===== src/rtl/mem_port_arbiter.sv =====
// mem_port_arbiter
//   Shares one single-port data memory between instruction fetch (IF, word reads only) and the
//   load/store unit (LS). An accepted request is registered, presented to the memory for exactly
//   one ACCESS cycle, and answered in the following RESP cycle with a one-cycle response pulse on
//   the owning port. Misaligned accesses never reach the memory and answer with resp_err set.
//
// Ports
//   clk, rst_n                     clock (posedge) and synchronous active-low reset
//   if_valid/if_addr/if_ready      fetch request handshake (word read)
//   if_resp_valid                  fetch response pulse
//   ls_valid/ls_addr/ls_we/        LSU request handshake: address, store enable, store data,
//   ls_wdata/ls_wl/ls_sext/          width (0 byte, 1 half, 2/3 word) and load sign-extend
//   ls_ready
//   ls_resp_valid                  LSU response pulse
//   resp_data/resp_err             shared response payload, qualified by either resp pulse
//   mem_addr/mem_wdata/mem_we/     memory-side controls, driven only in the ACCESS cycle
//   mem_re/mem_wl/mem_sext
//   mem_rdata                      combinational read data from the memory

module mem_port_arbiter #(
    parameter int unsigned AW           = 32,
    parameter int unsigned DW           = 32,
    parameter int unsigned STARVE_LIMIT = 4
) (
    input  logic          clk,
    input  logic          rst_n,

    input  logic          if_valid,
    input  logic [AW-1:0] if_addr,
    output logic          if_ready,
    output logic          if_resp_valid,

    input  logic          ls_valid,
    input  logic [AW-1:0] ls_addr,
    input  logic          ls_we,
    input  logic [DW-1:0] ls_wdata,
    input  logic [1:0]    ls_wl,
    input  logic          ls_sext,
    output logic          ls_ready,
    output logic          ls_resp_valid,

    output logic [DW-1:0] resp_data,
    output logic          resp_err,

    output logic [AW-1:0] mem_addr,
    output logic [DW-1:0] mem_wdata,
    output logic          mem_we,
    output logic          mem_re,
    output logic [1:0]    mem_wl,
    output logic          mem_sext,
    input  logic [DW-1:0] mem_rdata
);

    localparam int unsigned SW = $clog2(STARVE_LIMIT + 1);
    localparam logic [SW-1:0] StarveMax = SW'(STARVE_LIMIT);

    typedef enum logic [1:0] {
        StIdle   = 2'd0,
        StAccess = 2'd1,
        StResp   = 2'd2
    } state_e;

    state_e        state_q, state_d;
    logic [SW-1:0] starve_cnt_q, starve_cnt_d;

    // Registered request
    logic [AW-1:0] addr_q;
    logic [DW-1:0] wdata_q;
    logic          we_q;
    logic [1:0]    wl_q;
    logic          sext_q;
    logic          err_q;
    logic          owner_ls_q;

    logic [DW-1:0] resp_data_q;

    // Arbitration and handshake
    logic          can_accept;
    logic          if_prio;
    logic          if_sel;
    logic          if_acc;
    logic          ls_acc;
    logic          accept;

    // Request selected for latching
    logic [AW-1:0] req_addr;
    logic [DW-1:0] req_wdata;
    logic          req_we;
    logic [1:0]    req_wl;
    logic          req_sext;
    logic          req_err;

    // ------------------------------------------------------------------
    // Arbitration
    // ------------------------------------------------------------------
    always_comb begin
        can_accept = rst_n & (state_q != StAccess);
        if_prio    = (starve_cnt_q == StarveMax);
        // IF takes the slot when LS is absent or IF has been starved long enough.
        // With neither valid, the ready rests on LS.
        if_sel     = if_valid & (~ls_valid | if_prio);
        if_ready   = can_accept & if_sel;
        ls_ready   = can_accept & ~if_sel;
        if_acc     = if_ready & if_valid;
        ls_acc     = ls_ready & ls_valid;
        accept     = if_acc | ls_acc;
    end

    always_comb begin
        starve_cnt_d = starve_cnt_q;
        if (can_accept) begin
            if (!if_valid || if_acc) begin
                starve_cnt_d = '0;
            end else if (starve_cnt_q != StarveMax) begin
                starve_cnt_d = starve_cnt_q + SW'(1);
            end
        end
    end

    // Fetches are always plain word reads.
    always_comb begin
        if (if_acc) begin
            req_addr  = if_addr;
            req_wdata = '0;
            req_we    = 1'b0;
            req_wl    = 2'd2;
            req_sext  = 1'b0;
        end else begin
            req_addr  = ls_addr;
            req_wdata = ls_wdata;
            req_we    = ls_we;
            req_wl    = ls_wl;
            req_sext  = ls_sext;
        end
        // Width 3 is treated as a word, so wl[1] covers both word encodings.
        req_err = ((req_wl == 2'd1) & req_addr[0]) |
                  (req_wl[1] & (req_addr[1:0] != 2'b00));
    end

    // ------------------------------------------------------------------
    // Sequencer
    // ------------------------------------------------------------------
    always_comb begin
        state_d = state_q;
        unique case (state_q)
            StIdle, StResp: state_d = accept ? StAccess : StIdle;
            StAccess:       state_d = StResp;
            default:        state_d = StIdle;
        endcase
    end

    always_ff @(posedge clk) begin
        if (!rst_n) begin
            state_q      <= StIdle;
            starve_cnt_q <= '0;
            resp_data_q  <= '0;
        end else begin
            state_q      <= state_d;
            starve_cnt_q <= starve_cnt_d;
            if (state_q == StAccess) begin
                resp_data_q <= mem_re ? mem_rdata : '0;
            end
        end
    end

    always_ff @(posedge clk) begin
        if (!rst_n) begin
            addr_q     <= '0;
            wdata_q    <= '0;
            we_q       <= 1'b0;
            wl_q       <= 2'd0;
            sext_q     <= 1'b0;
            err_q      <= 1'b0;
            owner_ls_q <= 1'b0;
        end else if (accept) begin
            addr_q     <= req_addr;
            wdata_q    <= req_wdata;
            we_q       <= req_we;
            wl_q       <= req_wl;
            sext_q     <= req_sext;
            err_q      <= req_err;
            owner_ls_q <= ls_acc;
        end
    end

    // ------------------------------------------------------------------
    // Outputs
    // ------------------------------------------------------------------
    always_comb begin
        mem_addr      = '0;
        mem_wdata     = '0;
        mem_we        = 1'b0;
        mem_re        = 1'b0;
        mem_wl        = 2'd0;
        mem_sext      = 1'b0;
        if_resp_valid = 1'b0;
        ls_resp_valid = 1'b0;
        resp_err      = 1'b0;
        if (state_q == StAccess) begin
            mem_addr  = addr_q;
            mem_wdata = wdata_q;
            mem_wl    = wl_q;
            mem_sext  = sext_q;
            mem_re    = ~we_q & ~err_q;
            // Reset asserted during ACCESS drops the transaction, so the write is blocked here.
            mem_we    = we_q & ~err_q & rst_n;
        end
        if (state_q == StResp) begin
            if_resp_valid = ~owner_ls_q;
            ls_resp_valid = owner_ls_q;
            resp_err      = err_q;
        end
    end

    assign resp_data = resp_data_q;

endmodule


===== config.mk =====
export PLATFORM = sky130hd
export DESIGN_NAME = mem_port_arbiter
export DESIGN_NICKNAME = d
export VERILOG_FILES = /design/src/rtl/mem_port_arbiter.sv
export SDC_FILE = /design/constraint.sdc
export NUM_CORES = 1
export LEC_CHECK = 0
export BUFFER_PORTS_ARGS = -buffer_cell sky130_fd_sc_hd__buf_2
export CORE_ASPECT_RATIO = 0.7
export CORE_UTILIZATION = 48
export CTS_CLUSTER_DIAMETER = 40
export CTS_CLUSTER_SIZE = 20
export DETAILED_ROUTE_END_ITERATION = 12
export PLACE_DENSITY_LB_ADDON = 0.12
export REMOVE_ABC_BUFFERS = 1
export SLEW_MARGIN = 0
export SYNTH_ARGS = -nofsm -noshare
export SYNTH_HDL_FRONTEND = slang
export SYNTH_SLANG_ARGS = --single-unit

===== constraint.sdc =====
create_clock -name clk -period 3.2 [get_ports clk]
set_input_delay 0.32 -clock clk [delete_from_list [all_inputs] [get_ports clk]]
set_output_delay 0.32 -clock clk [all_outputs]
set_load 0.05 [all_outputs]

==> results.cfg, run 1 <==
[detailed_routing]
drt_iter0_markers = 197
final_antenna_net_count = 0
avgRoutedWirePerCell_um = 14.9
viasPerCell = 5.25
wirelength_um = 11800
drc_errors = 0
drt-pass1-iter-count = 4
num_vias = 4163

[grt]
grt_use_total_pct = 24.6
antenna_found_initial = 0
grt_overflow = 0
grt_first_pass_wirelength_um = 18000
grt_max_degree = 46
grt_pass1_vias = 3665

[yosys]
ys_ff_latch = 107
synth.distinct_cells = 36
synth-edff-count = 0
dominantRegCellSynth = dfxtp_1
yosysSeqAreaShare_pct = 49.7
synthCells = 448
syn_area_um2 = 4310
synth_commonest_cells = dfxtp_1, and2_1, a22oi_1, nor2_1, a22o_1
ys_async_sr_fraction_pct = 0
netlist.area_leader.share_pct = 49.7
syn_area_per_cell_um2 = 9.63
synth.area.top_cells = dfxtp_1, and2_1, a22oi_1
synth_most_common_cell = dfxtp_1
yosys_warnings = 0
yosys.area.top_type = dfxtp_1

[clock_network]
clkTransAtPathRegs_ns = 0.07
cts.repair.resized = 0
cts_made_buffers = 9
clock_latency_ns = 0.34
htree_levels = 3
cts-root-buf = clkbuf_16
post_cts.repair.setup_buffers = 0
cts_tree = built
clockBufferDepth = 2
clock_sinks = 107
cts-hold-fix-buffers = 0

[setup_path]
critPathKind = reg -> out
cpMaxStageDelayCell = and2b_2
reg2reg_to = addr_q[22]
path_buf_inv = 2
max_stage_delay_ns = 0.52
cp_max_fo = 36
r2r_start = state_q[1]
cp_top_family = simple AND/OR/NAND/NOR gates
cp-start-kind = flop
end_kind = output port
worstRegToRegCells = 5
path_cells = and2b_2 -> buf_4 -> and2_1 -> buf_2
worstPathArrival_ns = 2.07
cp.required_ns = 2.88
r2r_slack_ns = 1.14

[floorplan]
io_pins = 242
start_util_pct = 50.3
dieArea_um2 = 9380
design.core.area_um2 = 8580
rows = 28
die_height_um = 81.3
die_x_um = 115

[sta]
setup_tns_ns = 0
post-route-min-period_ns = 2.39
finalHoldViolations = 0
final-max-slew-violation-count = 0
skew_ns = 0.00577
fin_crit_sh_pct = 74.6
fin_ws_ns = 0.813
timing.fmax_ghz = 0.419
final-setup-viol-count = 0
hold_slack_ns = 0.179
rsz0062_at_grt = no
tightest_slew_ns = 0.885
relSlewSlack_pct = 40.8

[placement]
post-place-ws_ns = 1.16
dpl.hpwl_um = 8360
postPlaceCellArea_um2 = 5540
portBuffers = 241
place.gp.congestion = 0.763

[pwr]
ir_drop_mv = 0.279
power.density_nw_per_um2 = 531
p_total_mw = 3.10
leakage_nw = 2.88

[final_layout]
fin_nets = 806
n_antenna_cell = 0
drive_gt1_share_pct = 40.9
design_area_um2 = 5830
area_growth_pct = 35.1

[min_path]
holdPathStages = 2
hp-class = in -> reg
hold_path_end = resp_data[6]
min_from = mem_rdata[6]

[status]
status = finished, final reports clean

[flow_run]
max-cap-violations = 0
==> worst max path at each step <==
stage,start,to,slack [ns],cells after the start
CTS,state_q[0],mem_wdata[6],0.80,4
floorplan,state_q[0],addr_q[10],0.58,4
global placement,rst_n,if_ready,1.20,4
global route,state_q[0],mem_wdata[3],0.61,4
finish,state_q[0],mem_wdata[6],0.81,4
detailed placement,rst_n,ls_ready,1.16,4
==> per-stage QoR <==
stage,util [%],std cells
6_report,67.9,793
5_1_grt,67.9,793
4_1_cts,67.9,793
3_5_place_dp,64.6,777
3_3_place_gp,64.6,777
2_1_floorplan,-,406
==> layer usage <==
layer / up-vias / wire, um / GRT usage, %
met5: - / 0 / 0
li1: 2056 / - / -
met1: 1941 / 5370 / 32.3
met4: 0 / 124 / 7.27
met2: 155 / 5500 / 39.5
met3: 11 / 796 / 6.72
==> where the power goes <==
group,switching [mW],leakage (nW),internal (mW)
Sequential,0.0445,0.878,1.42
Combinational,0.385,1.88,0.193
Clock,0.514,0.128,0.541
==> cells in the final DEF (no fill, tap or decap), drive strengths merged <==
master and n:
a21bo 1, a21boi 1, a21oi 12, a22o 32
a22oi 57, a31oi 2, and2 69, and2b 1
and3 2, and3b 2, buf 251, clkbuf 9
clkinvlp 4, dfxtp 107, ha 2, inv 7
mux2 1, mux2i 1, nand2 10, nand2b 1
nand3 1, nand4b 2, nor2 43, nor3 6
nor3b 1, nor4 1, o21ai 14, o221a 1
o221ai 1, o22ai 9, o2bb2ai 22
==> cell families after synthesis <==
logic type | Yosys count | synth area share (%)
adder cells (fa/ha/maj) | 2 | 0.580
AO/OA/AOI/OAI | 152 | 26.4
flip-flops | 107 | 49.7
multiplexers | 2 | 0.580
AND/OR/NAND/NOR | 139 | 17.5
buffers and inverters | 46 | 5.22
==> state kept, by name, summed over array words and instances (netlist names) <==
signal	flops
starve_cnt_q	3
wdata_q	32
state_q	2
owner_ls_q	1
err_q	1
addr_q	32
we_q	1
resp_data	32
sext_q	1
wl_q	2
==> layout make-up <==
| cell class | count | area, um^2 |
|---|---|---|
| repair buffers | 251 | 1280 |
| clock buffers | 9 | 225 |
| inverters | 4 | 15.0 |
| well taps | 120 | 150 |
| multi-input cells | 295 | 1950 |
| fillers | 687 | 2750 |
| clock inverters | 7 | 61.3 |
| flip-flops and latches | 107 | 2140 |
Power figures use the tool's default switching activity.
==> run 2: changes to the inputs <==
--- a/config.mk
+++ b/config.mk
@@ -7,7 +7,7 @@
 export LEC_CHECK = 0
 export BUFFER_PORTS_ARGS = -buffer_cell sky130_fd_sc_hd__buf_2
 export CORE_ASPECT_RATIO = 0.7
-export CORE_UTILIZATION = 48
+export CORE_UTILIZATION = 44
 export CTS_CLUSTER_DIAMETER = 40
 export CTS_CLUSTER_SIZE = 20
 export DETAILED_ROUTE_END_ITERATION = 12
==> constraint.sdc (replaced) <==
create_clock -name clk -period 2.3 [get_ports clk]
set_input_delay 0.23 -clock clk [delete_from_list [all_inputs] [get_ports clk]]
set_output_delay 0.23 -clock clk [all_outputs]
set_load 0.05 [all_outputs]
==> run 2 against run 1 <==
Net effect:
- combinational power increased by 40%
- via count increased by 1.5%
- utilization is 4.8 points lower
- critical path depth is 3 higher
- clock skew up 0.00091 ns
- largest power group unchanged
- worst setup slack got worse by 0.68 ns
- critical endpoint is now ls_ready
- wire length rose by 0.95%
- first-iteration DRC count increased by 37%
==> results.cfg, run 2 (synthesized netlist as in run 1, its figures left out) <==
[status]
status = finished, final reports clean

[final_layout]
final_common_cell = buf_2
post-route-util_pct = 63.1
n_antenna_cell = 0
final_cell_mix = buf_2, dfxtp_1, and2_1
design_area_um2 = 5860
area_growth_pct = 35.8
drive_gt1_share_pct = 41.0
fin_nets = 808
fillers = 826

[sta]
rsz0062_at_grt = no
final-setup-viol-count = 0
timing.fmax_ghz = 0.462
finalHoldViolations = 0
post-route-min-period_ns = 2.17
final-max-slew-violation-count = 0
relSlewSlack_pct = 16.5
skew_ns = 0.00668
fin_crit_sh_pct = 94.2
fin_ws_ns = 0.133
setup_tns_ns = 0
tightest_slew_ns = 1.25

[placement]
postPlaceCellArea_um2 = 5580
dpl.hpwl_um = 8400
place.gp.congestion = 0.770
post-place-ws_ns = 0.391
portBuffers = 241

[floorplan]
io_pins = 242
die_x_um = 120
die_height_um = 84.8
rows = 29
start_util_pct = 46.4
dieArea_um2 = 10200
design.core.area_um2 = 9290

[detailed_routing]
viasPerCell = 5.29
num_vias = 4224
final_antenna_net_count = 0
drt-pass1-iter-count = 8
avgRoutedWirePerCell_um = 14.9
wirelength_um = 11900
drc_errors = 0
drt_iter0_markers = 269

[grt]
grt_pass1_vias = 4019
gr-usage-met1_pct = 29.0
grt_overflow = 0
grt_first_pass_wirelength_um = 19000
grt_max_degree = 76
met3_usage_pct = 6.32
grt.busiest_layer = met2
antenna_found_initial = 0
grt_use_total_pct = 23.1
use_met2_pct = 39.3

[clock_network]
clockBufferDepth = 2
htree_levels = 3
cts_tree = built
post_cts.repair.setup_buffers = 0
clock_sinks = 107
cts.repair.resized = 0
cts_made_buffers = 9
cts-hold-fix-buffers = 0
cts-root-buf = clkbuf_16
clkTransAtPathRegs_ns = 0.07
clock_latency_ns = 0.34

[flow_run]
max-cap-violations = 0

[setup_path]
critPathKind = reg -> out
max_stage_delay_ns = 0.34
cpMaxStageDelayCell = dfxtp_1
end_kind = output port
cp_max_fo = 26
worstPathArrival_ns = 1.94
cp-start-kind = flop
path_buf_inv = 3
path_cells = inv_1 -> ha_1 -> a21bo_1 -> and2_1 -> buf_4 -> nor2_1 -> buf_2
cp_top_family = buffers and inverters
cp.required_ns = 2.07
r2r_slack_ns = 0.38

[pwr]
power.density_nw_per_um2 = 737
leakage_nw = 2.91
ir_drop_mv = 0.390

[min_path]
hp-class = in -> reg
## run 2: changes by cell type in the layout (fill, tap and decap cells not counted), sizes merged
cell	change
inv	+1
buf	+2
clkinv	+2
clkinvlp	-3
## run 2: power by group
group / total [mW] / switching, mW / internal, mW
logic: 0.812 / 0.537 / 0.274
registers: 2.03 / 0.0604 / 1.97
clock network: 1.47 / 0.720 / 0.754
## run 2: final cells by class
| class | instances | area [um^2] | area share, % |
|---|---|---|---|
| clock buffer | 9 | 225 | 3.84 |
| clock inverter | 7 | 58.8 | 1.00 |
| inverter | 4 | 15.0 | 0.256 |
| multi-input combinational | 295 | 1950 | 33.4 |
| sequential | 107 | 2140 | 36.6 |
| tap | 124 | 155 | 2.65 |
| timing repair buffer | 253 | 1310 | 22.3 |
## run 2: worst paths after layout
check / start / end / depth (start not counted)
worst max-delay path: starve_cnt_q[0] / ls_ready / 7
worst min register to register: addr_q[30] / addr_q[30] / 1
worst max register to register: state_q[1] / resp_data[24] / 3
worst min-delay path: mem_rdata[0] / resp_data[0] / 2
## run 2: through the flow
stage	total power [mW]	instances	hold WS, ns
final	4.32	799	0.0931
after global routing	4.51	799	0.0779
after CTS	4.35	799	0.0793
after detailed placement	2.89	783	0.438
after global placement	2.87	783	0.439
after floorplan	2.58	406	0.356
## run 2: layer usage
layer | routed length [um] | vias to the layer above
met5 | 0 | -
met4 | 77 | 0
met3 | 877 | 8
met2 | 5650 | 167
met1 | 5290 | 1989
li1 | - | 2060
